### src/rtl/mac_seq_ctrl_if.sv
// Handshake and RAM/MAC control bundle between the batch sequencer and its datapath.
interface mac_seq_ctrl_if;
  localparam int unsigned NV_W  = 4;
  localparam int unsigned CNT_W = 11;
  localparam int unsigned IDX_W = 6;
  localparam int unsigned SEL_W = 2;

  logic             start;
  logic [NV_W-1:0]  num_vec;
  logic             busy;
  logic             done;
  logic             err;
  logic [CNT_W-1:0] clock_count;
  logic [IDX_W-1:0] idx_a;
  logic [IDX_W-1:0] idx_b;
  logic             mac_en;
  logic             macc_clear;
  logic             we_c;
  logic [IDX_W-1:0] idx_c1;
  logic [IDX_W-1:0] idx_c2;
  logic [SEL_W-1:0] sel_c;

  modport master (
    output start, num_vec,
    input  busy, done, err, clock_count, idx_a, idx_b, mac_en, macc_clear,
           we_c, idx_c1, idx_c2, sel_c
  );

  modport slave (
    input  start, num_vec,
    output busy, done, err, clock_count, idx_a, idx_b, mac_en, macc_clear,
           we_c, idx_c1, idx_c2, sel_c
  );
endinterface

### src/rtl/mac_seq_ctrl.sv
// Batch sequencer for an 8-lane MAC: per vector, 8 issue cycles, 1 drain cycle, 4 result-write cycles.
module mac_seq_ctrl (
  input  logic           clk,
  input  logic           reset,
  mac_seq_ctrl_if.slave  bus
);
  localparam int unsigned NV_W  = 4;
  localparam int unsigned CNT_W = 11;
  localparam int unsigned IDX_W = 6;
  localparam int unsigned K_W   = 3;
  localparam int unsigned J_W   = 2;
  localparam int unsigned MAX_V = 8;

  typedef enum logic [2:0] {IDLE, ISSUE, DRAIN, WRITE, DONE} state_t;

  state_t           state_q, state_n;
  logic [K_W-1:0]   k_q, k_n;
  logic [J_W-1:0]   j_q, j_n;
  logic [K_W-1:0]   vec_q, vec_n;
  logic [NV_W-1:0]  nvec_q, nvec_n;
  logic [CNT_W-1:0] cnt_q, cnt_n;

  logic             busy_q, busy_n;
  logic             done_q, done_n;
  logic             err_q, err_n;
  logic             mac_en_q, mac_en_n;
  logic             clr_q, clr_n;
  logic             we_q, we_n;
  logic [IDX_W-1:0] idx_a_q, idx_a_n;
  logic [IDX_W-1:0] idx_b_q, idx_b_n;
  logic [IDX_W-1:0] idx_c1_q, idx_c1_n;
  logic [IDX_W-1:0] idx_c2_q, idx_c2_n;
  logic [J_W-1:0]   sel_q, sel_n;

  // State and registered outputs; outputs are computed from the next state so they line up with it.
  always_ff @(posedge clk) begin
    if (reset) begin
      state_q  <= IDLE;
      k_q      <= '0;
      j_q      <= '0;
      vec_q    <= '0;
      nvec_q   <= '0;
      cnt_q    <= '0;
      busy_q   <= 1'b0;
      done_q   <= 1'b0;
      err_q    <= 1'b0;
      mac_en_q <= 1'b0;
      clr_q    <= 1'b0;
      we_q     <= 1'b0;
      idx_a_q  <= '0;
      idx_b_q  <= '0;
      idx_c1_q <= '0;
      idx_c2_q <= '0;
      sel_q    <= '0;
    end else begin
      state_q  <= state_n;
      k_q      <= k_n;
      j_q      <= j_n;
      vec_q    <= vec_n;
      nvec_q   <= nvec_n;
      cnt_q    <= cnt_n;
      busy_q   <= busy_n;
      done_q   <= done_n;
      err_q    <= err_n;
      mac_en_q <= mac_en_n;
      clr_q    <= clr_n;
      we_q     <= we_n;
      idx_a_q  <= idx_a_n;
      idx_b_q  <= idx_b_n;
      idx_c1_q <= idx_c1_n;
      idx_c2_q <= idx_c2_n;
      sel_q    <= sel_n;
    end
  end

  always_comb begin
    state_n  = state_q;
    k_n      = k_q;
    j_n      = j_q;
    vec_n    = vec_q;
    nvec_n   = nvec_q;
    cnt_n    = cnt_q;
    err_n    = 1'b0;
    idx_a_n  = idx_a_q;
    idx_b_n  = idx_b_q;
    idx_c1_n = idx_c1_q;
    idx_c2_n = idx_c2_q;
    sel_n    = sel_q;

    unique case (state_q)
      IDLE: begin
        if (bus.start) begin
          if ((bus.num_vec != '0) && (bus.num_vec <= NV_W'(MAX_V))) begin
            state_n = ISSUE;
            nvec_n  = bus.num_vec;
            vec_n   = '0;
            k_n     = '0;
            cnt_n   = CNT_W'(1);
          end else begin
            err_n = 1'b1;
          end
        end
      end
      ISSUE: begin
        cnt_n = cnt_q + CNT_W'(1);
        if (k_q == K_W'(7)) begin
          state_n = DRAIN;
        end else begin
          k_n = k_q + K_W'(1);
        end
      end
      DRAIN: begin
        cnt_n   = cnt_q + CNT_W'(1);
        state_n = WRITE;
        j_n     = '0;
      end
      WRITE: begin
        cnt_n = cnt_q + CNT_W'(1);
        if (j_q == J_W'(3)) begin
          if (NV_W'(vec_q) < (nvec_q - NV_W'(1))) begin
            state_n = ISSUE;
            vec_n   = vec_q + K_W'(1);
            k_n     = '0;
          end else begin
            state_n = DONE;
          end
        end else begin
          j_n = j_q + J_W'(1);
        end
      end
      DONE: begin
        state_n = IDLE;
      end
      default: begin
        state_n = IDLE;
      end
    endcase

    busy_n   = (state_n != IDLE);
    done_n   = (state_n == DONE);
    we_n     = (state_n == WRITE);
    // Operand data trails the address by one cycle, so the MAC lags issue by one cycle.
    mac_en_n = ((state_n == ISSUE) && (k_n != '0)) || (state_n == DRAIN);
    clr_n    = (state_n == ISSUE) && (k_n == K_W'(1));

    if (state_n == ISSUE) begin
      idx_a_n = {k_n, 3'b000};
      idx_b_n = {vec_n, k_n};
    end
    if (state_n == WRITE) begin
      sel_n    = j_n;
      idx_c1_n = {vec_n, j_n, 1'b0};
      idx_c2_n = {vec_n, j_n, 1'b1};
    end
  end

  assign bus.busy        = busy_q;
  assign bus.done        = done_q;
  assign bus.err         = err_q;
  assign bus.clock_count = cnt_q;
  assign bus.idx_a       = idx_a_q;
  assign bus.idx_b       = idx_b_q;
  assign bus.mac_en      = mac_en_q;
  assign bus.macc_clear  = clr_q;
  assign bus.we_c        = we_q;
  assign bus.idx_c1      = idx_c1_q;
  assign bus.idx_c2      = idx_c2_q;
  assign bus.sel_c       = sel_q;
endmodule

### src/flat_wrapper.sv
// flat-port wrapper written by rule: the top's interface ports become plain ports
module mac_seq_ctrl_flat 
  (clk, reset, bus_start, bus_num_vec, bus_busy, bus_done, bus_err, bus_clock_count, bus_idx_a, bus_idx_b, bus_mac_en, bus_macc_clear, bus_we_c, bus_idx_c1, bus_idx_c2, bus_sel_c);
  mac_seq_ctrl_if bus_i ();
  input  logic clk;
  input  logic reset;
  input wire logic [$bits(bus_i.start)-1:0] bus_start;
  input wire logic [$bits(bus_i.num_vec)-1:0] bus_num_vec;
  output wire logic [$bits(bus_i.busy)-1:0] bus_busy;
  output wire logic [$bits(bus_i.done)-1:0] bus_done;
  output wire logic [$bits(bus_i.err)-1:0] bus_err;
  output wire logic [$bits(bus_i.clock_count)-1:0] bus_clock_count;
  output wire logic [$bits(bus_i.idx_a)-1:0] bus_idx_a;
  output wire logic [$bits(bus_i.idx_b)-1:0] bus_idx_b;
  output wire logic [$bits(bus_i.mac_en)-1:0] bus_mac_en;
  output wire logic [$bits(bus_i.macc_clear)-1:0] bus_macc_clear;
  output wire logic [$bits(bus_i.we_c)-1:0] bus_we_c;
  output wire logic [$bits(bus_i.idx_c1)-1:0] bus_idx_c1;
  output wire logic [$bits(bus_i.idx_c2)-1:0] bus_idx_c2;
  output wire logic [$bits(bus_i.sel_c)-1:0] bus_sel_c;
  assign bus_i.start = bus_start;
  assign bus_i.num_vec = bus_num_vec;
  assign bus_busy = bus_i.busy;
  assign bus_done = bus_i.done;
  assign bus_err = bus_i.err;
  assign bus_clock_count = bus_i.clock_count;
  assign bus_idx_a = bus_i.idx_a;
  assign bus_idx_b = bus_i.idx_b;
  assign bus_mac_en = bus_i.mac_en;
  assign bus_macc_clear = bus_i.macc_clear;
  assign bus_we_c = bus_i.we_c;
  assign bus_idx_c1 = bus_i.idx_c1;
  assign bus_idx_c2 = bus_i.idx_c2;
  assign bus_sel_c = bus_i.sel_c;
  mac_seq_ctrl u_core (.clk(clk), .reset(reset), .bus(bus_i));
endmodule
### config.mk
export PLATFORM = sky130hd
export DESIGN_NAME = mac_seq_ctrl_flat
export DESIGN_NICKNAME = d
export VERILOG_FILES = /design/src/rtl/mac_seq_ctrl_if.sv /design/src/rtl/mac_seq_ctrl.sv /design/src/flat_wrapper.sv
export SDC_FILE = /design/constraint.sdc
export NUM_CORES = 1
export LEC_CHECK = 0
export CELL_PAD_IN_SITES_DETAIL_PLACEMENT = 2
export CELL_PAD_IN_SITES_GLOBAL_PLACEMENT = 2
export CORE_ASPECT_RATIO = 1.1
export CORE_UTILIZATION = 29
export DETAILED_ROUTE_END_ITERATION = 7
export PLACE_DENSITY_LB_ADDON = 0.1
export SLEW_MARGIN = 10
export SYNTH_ARGS = -nofsm -noshare
export SYNTH_HDL_FRONTEND = slang
export SYNTH_SLANG_ARGS = --single-unit
### constraint.sdc
create_clock -name clk -period 2.6 [get_ports clk]
set_input_delay 0.39 -clock clk [delete_from_list [all_inputs] [get_ports clk]]
set_output_delay 0.39 -clock clk [all_outputs]
set_load 0.02 [all_outputs]
# After elaboration in Yosys (flattened, before gate mapping)
# Index checks and enable logic that the tools add are counted.
op_classes:
  addsub: 5
  n_lt_le_gt_ge: 2
  eq_ne: 12
  n_mux: 23
  n_bitwise: 2
  n_reduce_logical: 13
ops:
  columns: ["operator", "n"]
  rows:
  - ["$mux 3", 14]
  - ["$mux 11", 2]
  - ["$pmux 11 s2", 1]
  - ["$eq 3x2->1 const B", 4]
  - ["$pmux 3 s4", 1]
  - ["$add 11x1->11 const B", 1]
  - ["$eq 3x1->1 const B", 3]
  - ["$pmux 3 s3", 1]
  - ["$add 3x1->3 const B", 2]
  - ["$eq 3x3->1 const B", 2]
  - ["$pmux 3 s2", 1]
  - ["$reduce_and 3->1", 2]
  - ["$reduce_bool 3->1", 2]
  - ["$reduce_or 3->1", 2]
  - ["$le 4x4->1 const B", 1]
  - ["$lt 3x4->1", 1]
  - ["$pmux 2 s2", 1]
  - ["$reduce_bool 4->1", 1]
  - ["$sub 4x1->4 const B", 1]
  - ["$logic_and 1x1->1", 3]
  - ["$logic_not 3->1", 1]
  - ["$add 2x1->2 const B", 1]
  - ["$eq 2x2->1 const B", 1]
  - ["$mux 2", 1]
  - ["other kinds (6)", 7]
word_totals:
  regBits: 54
  inputBits: 7
  output_inout_bits: 43

# Logic depth before layout (Yosys ltp)
depth:
  depth_word: 8
  ltp_mapped: 10

# Least setup slack after synthesis
# Ideal clock, no wire load.
synth_path:
  path_kind: "reg2reg"
  start: "register u_core.nvec_q[0]"
  end: "register u_core.idx_b_q[5], in the netlist u_core.bus.idx_b[5]"
  arrival_ps: 2056
  slack_ps: 429
  path_stages_with_launch: 10
  n_path_buf: 0
  synth_period_minus_slack_ps: 2171
  path_cell_list: "dfxtp_1 inv_1 ha_1 ha_1 o21ai_0 o21bai_1 a211oi_4 nand2_1 mux2i_1 o21a_1"
synth_between:
  elab_chain_len: 6
synth_rtl:
  columns: ["item", "line_no", "source"]
  rows:
  - ["start: declaration", "mac_seq_ctrl.sv:20", "logic [NV_W-1:0] nvec_q, nvec_n;"]
  - ["start signal: assignment", "mac_seq_ctrl.sv:60", "nvec_q <= nvec_n;"]
  - ["$sub 4x1->4 *", "mac_seq_ctrl.sv:120", "if (NV_W'(vec_q) < (nvec_q - NV_W'(1))) begin"]
  - ["$lt 3x4->1 *", "mac_seq_ctrl.sv:120", null]
  - ["$mux 3", "mac_seq_ctrl.sv:120", null]
  - ["$mux 3", "mac_seq_ctrl.sv:119", "if (j_q == J_W'(3)) begin"]
  - ["$pmux 3 s4", "mac_seq_ctrl.sv:90", "unique case (state_q)"]
  - ["$eq 3x1->1", "mac_seq_ctrl.sv:146", "if (state_n == ISSUE) begin"]
  - ["end signal: assignment", "mac_seq_ctrl.sv:69", "idx_b_q <= idx_b_n;"]
  - ["end: declaration", "mac_seq_ctrl.sv:30", "logic [IDX_W-1:0] idx_b_q, idx_b_n;"]
# Mark *: on every way between the ends. The rest lies on a longest branch, timed or not.
# A chain may end at the register's enable or synchronous reset.

# Final worst setup path
# Same ends and word-level chain as after synthesis.

==> report_table.html <==
<table>
<tr><th>Metric</th><th>Value</th></tr>
<tr><th colspan="2">Timing</th></tr>
<tr><td>Slew @ Worst Pin</td><td>546 ps</td></tr>
<tr><td>Max-slew violation count</td><td>0</td></tr>
<tr><td>Final setup violation count</td><td>0</td></tr>
<tr><td>Time the final worst path needs with I/O delays and setup</td><td>2390 ps</td></tr>
<tr><td>TNS Setup</td><td>0 ps</td></tr>
<tr><td>Worst clock skew</td><td>2.61 ps</td></tr>
<tr><td>Max Clock Freq</td><td>419 MHz</td></tr>
<tr><td>Normalized max-slew margin</td><td>0.635</td></tr>
<tr><td>Fin crit share</td><td>0.918</td></tr>
<tr><td>Hold violation total from the final report</td><td>0</td></tr>
<tr><td>Setup ws final</td><td>214 ps</td></tr>
<tr><td>Unrepaired setup endpoints after global routing</td><td>no</td></tr>
<tr><th colspan="2">Clocking</th></tr>
<tr><td>Max H-tree Level</td><td>2</td></tr>
<tr><td>CTS Buf Count</td><td>5</td></tr>
<tr><td>Clock latency on the worst-skew pair</td><td>300 ps</td></tr>
<tr><td>Clock tree from TritonCTS</td><td>done</td></tr>
<tr><td># clock sinks</td><td>44</td></tr>
<tr><td>Clock Pin Slew Worst Setup and Hold Paths</td><td>80 ps</td></tr>
<tr><td>Number of buffers inserted by hold repair at cts</td><td>0</td></tr>
<tr><td>CTS Root Buffer Type</td><td>clkbuf_8</td></tr>
<tr><td>Buffer levels on the longest clock path</td><td>2</td></tr>
<tr><th colspan="2">Final layout</th></tr>
<tr><td>Most common cell after layout, fill and taps aside</td><td>clkdlybuf4s50_1</td></tr>
<tr><td>Final Core Density</td><td>0.384</td></tr>
<tr><td># diodes</td><td>0</td></tr>
<tr><td>Top library cells by usage in the layout, fill and taps aside</td><td>clkdlybuf4s50_1 (45), dfxtp_1 (44), nor2_1 (34), nand2_1 (23)</td></tr>
<tr><td>Area growth from synthesis to final layout</td><td>28.9%</td></tr>
<tr><td>Net count reported at finish</td><td>297</td></tr>
<tr><td>Share of final-layout standard cells stronger than drive strength 1</td><td>0.0807</td></tr>
<tr><th colspan="2">Power and ir drop</th></tr>
<tr><td>Relative contribution of combinational cells to total power</td><td>0.154</td></tr>
<tr><td>Peak supply drop</td><td>0.000293 V</td></tr>
<tr><td>Reported leakage power</td><td>1.01 nW</td></tr>
<tr><td>Internal Power</td><td>1.00 mW</td></tr>
<tr><td>Share of total power in sequential cells</td><td>0.518</td></tr>
<tr><td>PD cells</td><td>510 nW/µm²</td></tr>
<tr><td>Net Sw Frac</td><td>0.269</td></tr>
<tr><td>Clock Power Share</td><td>0.327</td></tr>
<tr><td>Sw Pwr</td><td>0.370 mW</td></tr>
<tr><th colspan="2">Place</th></tr>
<tr><td>Number of I/O port buffers</td><td>45</td></tr>
<tr><td>Final weighted congestion in routability-driven placement</td><td>0.704</td></tr>
<tr><td>Detailed-placement wirelength estimate</td><td>4190 µm</td></tr>
<tr><td>Place WS</td><td>127 ps</td></tr>
<tr><th colspan="2">Run status</th></tr>
<tr><td>Violations in the final reports</td><td>DRC</td></tr>
<tr><td>Run status</td><td>finished with violations</td></tr>
<tr><th colspan="2">Yosys</th></tr>
<tr><td>Sequential area share after synthesis</td><td>0.422</td></tr>
<tr><td>Number of distinct library cells after synthesis</td><td>46</td></tr>
<tr><td>Post-synthesis sequential element count</td><td>44</td></tr>
<tr><td>EDFF count, synth</td><td>0</td></tr>
<tr><td>Count of synthesis-stage warnings from yosys</td><td>0</td></tr>
<tr><td>Most instantiated flip-flop cell in the synthesis netlist</td><td>dfxtp_1</td></tr>
<tr><td>Cells after Synth</td><td>240</td></tr>
<tr><td>Post-synthesis area per instance</td><td>8.71 µm²</td></tr>
<tr><td>Async set-or-reset flop fraction in the synthesized netlist</td><td>0</td></tr>
<tr><td>Cell Area, Synth</td><td>2090 µm²</td></tr>
<tr><th colspan="2">Global route</th></tr>
<tr><td>Antenna violations before repair</td><td>0</td></tr>
<tr><td>Number of global-route vias before repair</td><td>1957</td></tr>
<tr><td>Total global-route track usage</td><td>0.159</td></tr>
<tr><td>Largest net degree at the start of global routing</td><td>17</td></tr>
<tr><td>Global-route wire length before repair</td><td>9760 µm</td></tr>
<tr><td>Overall overflow remaining after global route</td><td>0</td></tr>
<tr><th colspan="2">Worst setup path</th></tr>
<tr><td>Critical path buffers and inverters</td><td>2</td></tr>
<tr><td>Delay contributed by the slowest stage of the critical path</td><td>400 ps</td></tr>
<tr><td>Startpoint kind of the worst setup timing path</td><td>flip-flop</td></tr>
<tr><td>Kind of critical path</td><td>flip-flop to flip-flop</td></tr>
<tr><td>Standard cell with the maximum stage delay on the critical path</td><td>dfxtp_1</td></tr>
<tr><td>Library cell appearing most often on the critical path</td><td>ha_1</td></tr>
<tr><td>Slack of the worst reg-to-reg path</td><td>210 ps</td></tr>
<tr><td>Top Family by Delay on Critical Path</td><td>compound AO/OA/AOI/OAI gates</td></tr>
<tr><td>Worst path arrival time</td><td>2580 ps</td></tr>
<tr><td>Critical Path Sink Type</td><td>flip-flop</td></tr>
<tr><td>Largest fanout on the critical path</td><td>4</td></tr>
<tr><td>Critical path, cell by cell</td><td>inv_1 -&gt; ha_1 -&gt; ha_1 -&gt; o21ai_0 -&gt; o21bai_1 -&gt; a211oi_4 -&gt; buf_4 -&gt; nand2_1 -&gt; mux2i_1 -&gt; o21a_1</td></tr>
<tr><td>Critical path required time</td><td>2800 ps</td></tr>
<tr><th colspan="2">Drt</th></tr>
<tr><td>Drt pass-1 iters</td><td>6</td></tr>
<tr><td>Total wirelength of the detailed-routed design</td><td>5570 µm</td></tr>
<tr><td>Via count</td><td>1855</td></tr>
<tr><td>Total DRC errors in the routed layout</td><td>1</td></tr>
<tr><td>Drt first-iter violations</td><td>52</td></tr>
<tr><td>Routed via count divided by cell count</td><td>5.01</td></tr>
<tr><td>Routed wire per std cell</td><td>15.1 µm</td></tr>
<tr><td>Antenna viol nets, final</td><td>0</td></tr>
<tr><th colspan="2">Worst hold path</th></tr>
<tr><td>Worst hold path type</td><td>flip-flop to flip-flop</td></tr>
<tr><th colspan="2">Floorplanning</th></tr>
<tr><td>Overall die width</td><td>82.9 µm</td></tr>
<tr><td>Die outline area</td><td>7550 µm²</td></tr>
<tr><td>CORE AREA</td><td>7010 µm²</td></tr>
<tr><td>Chip Height</td><td>91.0 µm</td></tr>
<tr><td>Ports placed on the boundary</td><td>50</td></tr>
<tr><td>Initial Util</td><td>0.298</td></tr>
<tr><td>Number of standard-cell rows in the floorplan</td><td>32</td></tr>
<tr><th colspan="2">Job</th></tr>
<tr><td>Count of maximum capacitance violations</td><td>0</td></tr>
</table>
-- flip-flops by register name (all words and copies together) (netlist names) --
register,cells
u_core.bus.clock_count,11
u_core.bus.idx_b,6
u_core.bus.idx_c2,5
u_core.nvec_q,4
u_core.k_q,3
u_core.state_q,3
u_core.vec_q,3
u_core.j_q,2
u_core.bus.busy,1
u_core.bus.done,1
u_core.bus.err,1
u_core.bus.mac_en,1
u_core.bus.macc_clear,1
u_core.bus.sel_c,1
u_core.bus.we_c,1
-- kinds of logic (layout without fill, tap and decap cells) --
logic type / Yosys count / count (layout) / synth area share
fa+ha+maj: 6 / 6 / 0.0359
other cells: 1 / 4 / 0.00179
simple gates: 98 / 98 / 0.227
compound gates: 46 / 46 / 0.156
mux: 7 / 7 / 0.0335
xor+xnor: 11 / 11 / 0.0461
flops: 44 / 44 / 0.422
buf+inv: 27 / 69 / 0.0778
-- per-layer routing --
layer	vias to the layer above	track usage	wire length (µm)
met4	0	0.0517	71
met1	910	0.208	2690
met3	4	0.0282	207
met5	-	0	0
li1	904	-	-
met2	37	0.264	2600
-- worst paths after layout --
check / depth (start not counted) / to / from
worst max register to register: 10 / u_core.bus.idx_b[5] / u_core.nvec_q[0]
worst min-delay path: 1 / u_core.bus.idx_c2[0] / u_core.bus.idx_c2[0]
worst max-delay path: 10 / u_core.bus.idx_b[5] / u_core.nvec_q[0]
worst min register to register: 1 / u_core.bus.idx_c2[0] / u_core.bus.idx_c2[0]
-- per-stage QoR --
stage / total power, mW / instances / hold WS, ps / instance area, µm²
detailed placement: 0.942 / 360 / 455 / 2580
floorplan: 0.860 / 243 / 472 / 2100
global route: 1.45 / 370 / 504 / 2690
global placement: 0.940 / 360 / 441 / 2580
finish: 1.37 / 370 / 465 / 2690
CTS: 1.40 / 368 / 476 / 2670
-- power groups by stage --
stage               Clock (mW)  Combinational, mW  Sequential [mW]
floorplan                    0              0.119            0.742
CTS                      0.469              0.216            0.712
global route             0.498              0.236            0.716
detailed placement           0              0.214            0.728
finish                   0.449              0.212            0.712
global placement             0              0.212            0.728
-- cell type report --
class	instances	area [µm²]
Clock buffer	8	90.1
Fill cell	803	4310
Inverter	6	22.5
Multi-Input combinational cell	172	1070
Sequential cell	44	881
Tap cell	85	106
Timing Repair Buffer	55	526
-- cells in the mapped netlist (2+ instances only) --
library cell  count  area share
a211oi_1          3       0.011
a21boi_0          2      0.0072
a21o_1            2      0.0072
a21oi_1          14       0.034
a22oi_1           2      0.0072
a32oi_1           2      0.0084
and2_1            3      0.0090
and3_1            2      0.0060
buf_4            14       0.050
clkbuf_1          4      0.0072
dfxtp_1          44        0.42
ha_1              6       0.036
inv_1             6       0.011
mux2i_1           7       0.034
nand2_1          23       0.041
nand3_1           6       0.014
nand4_1           3      0.0090
nor2_1           34       0.061
nor2b_1           3      0.0090
nor3_1           14       0.034
nor4_1            4       0.012
o21a_1            2      0.0072
o21ai_0           8       0.019
xnor2_1           7       0.029
xor2_1            4       0.017
-- timing repair --
action	in CTS	in global routing
setup endpoints to repair	0	4
setup buffers	0	2
gates resized for setup	0	3
No activity file was read; power rests on OpenSTA's default activity.
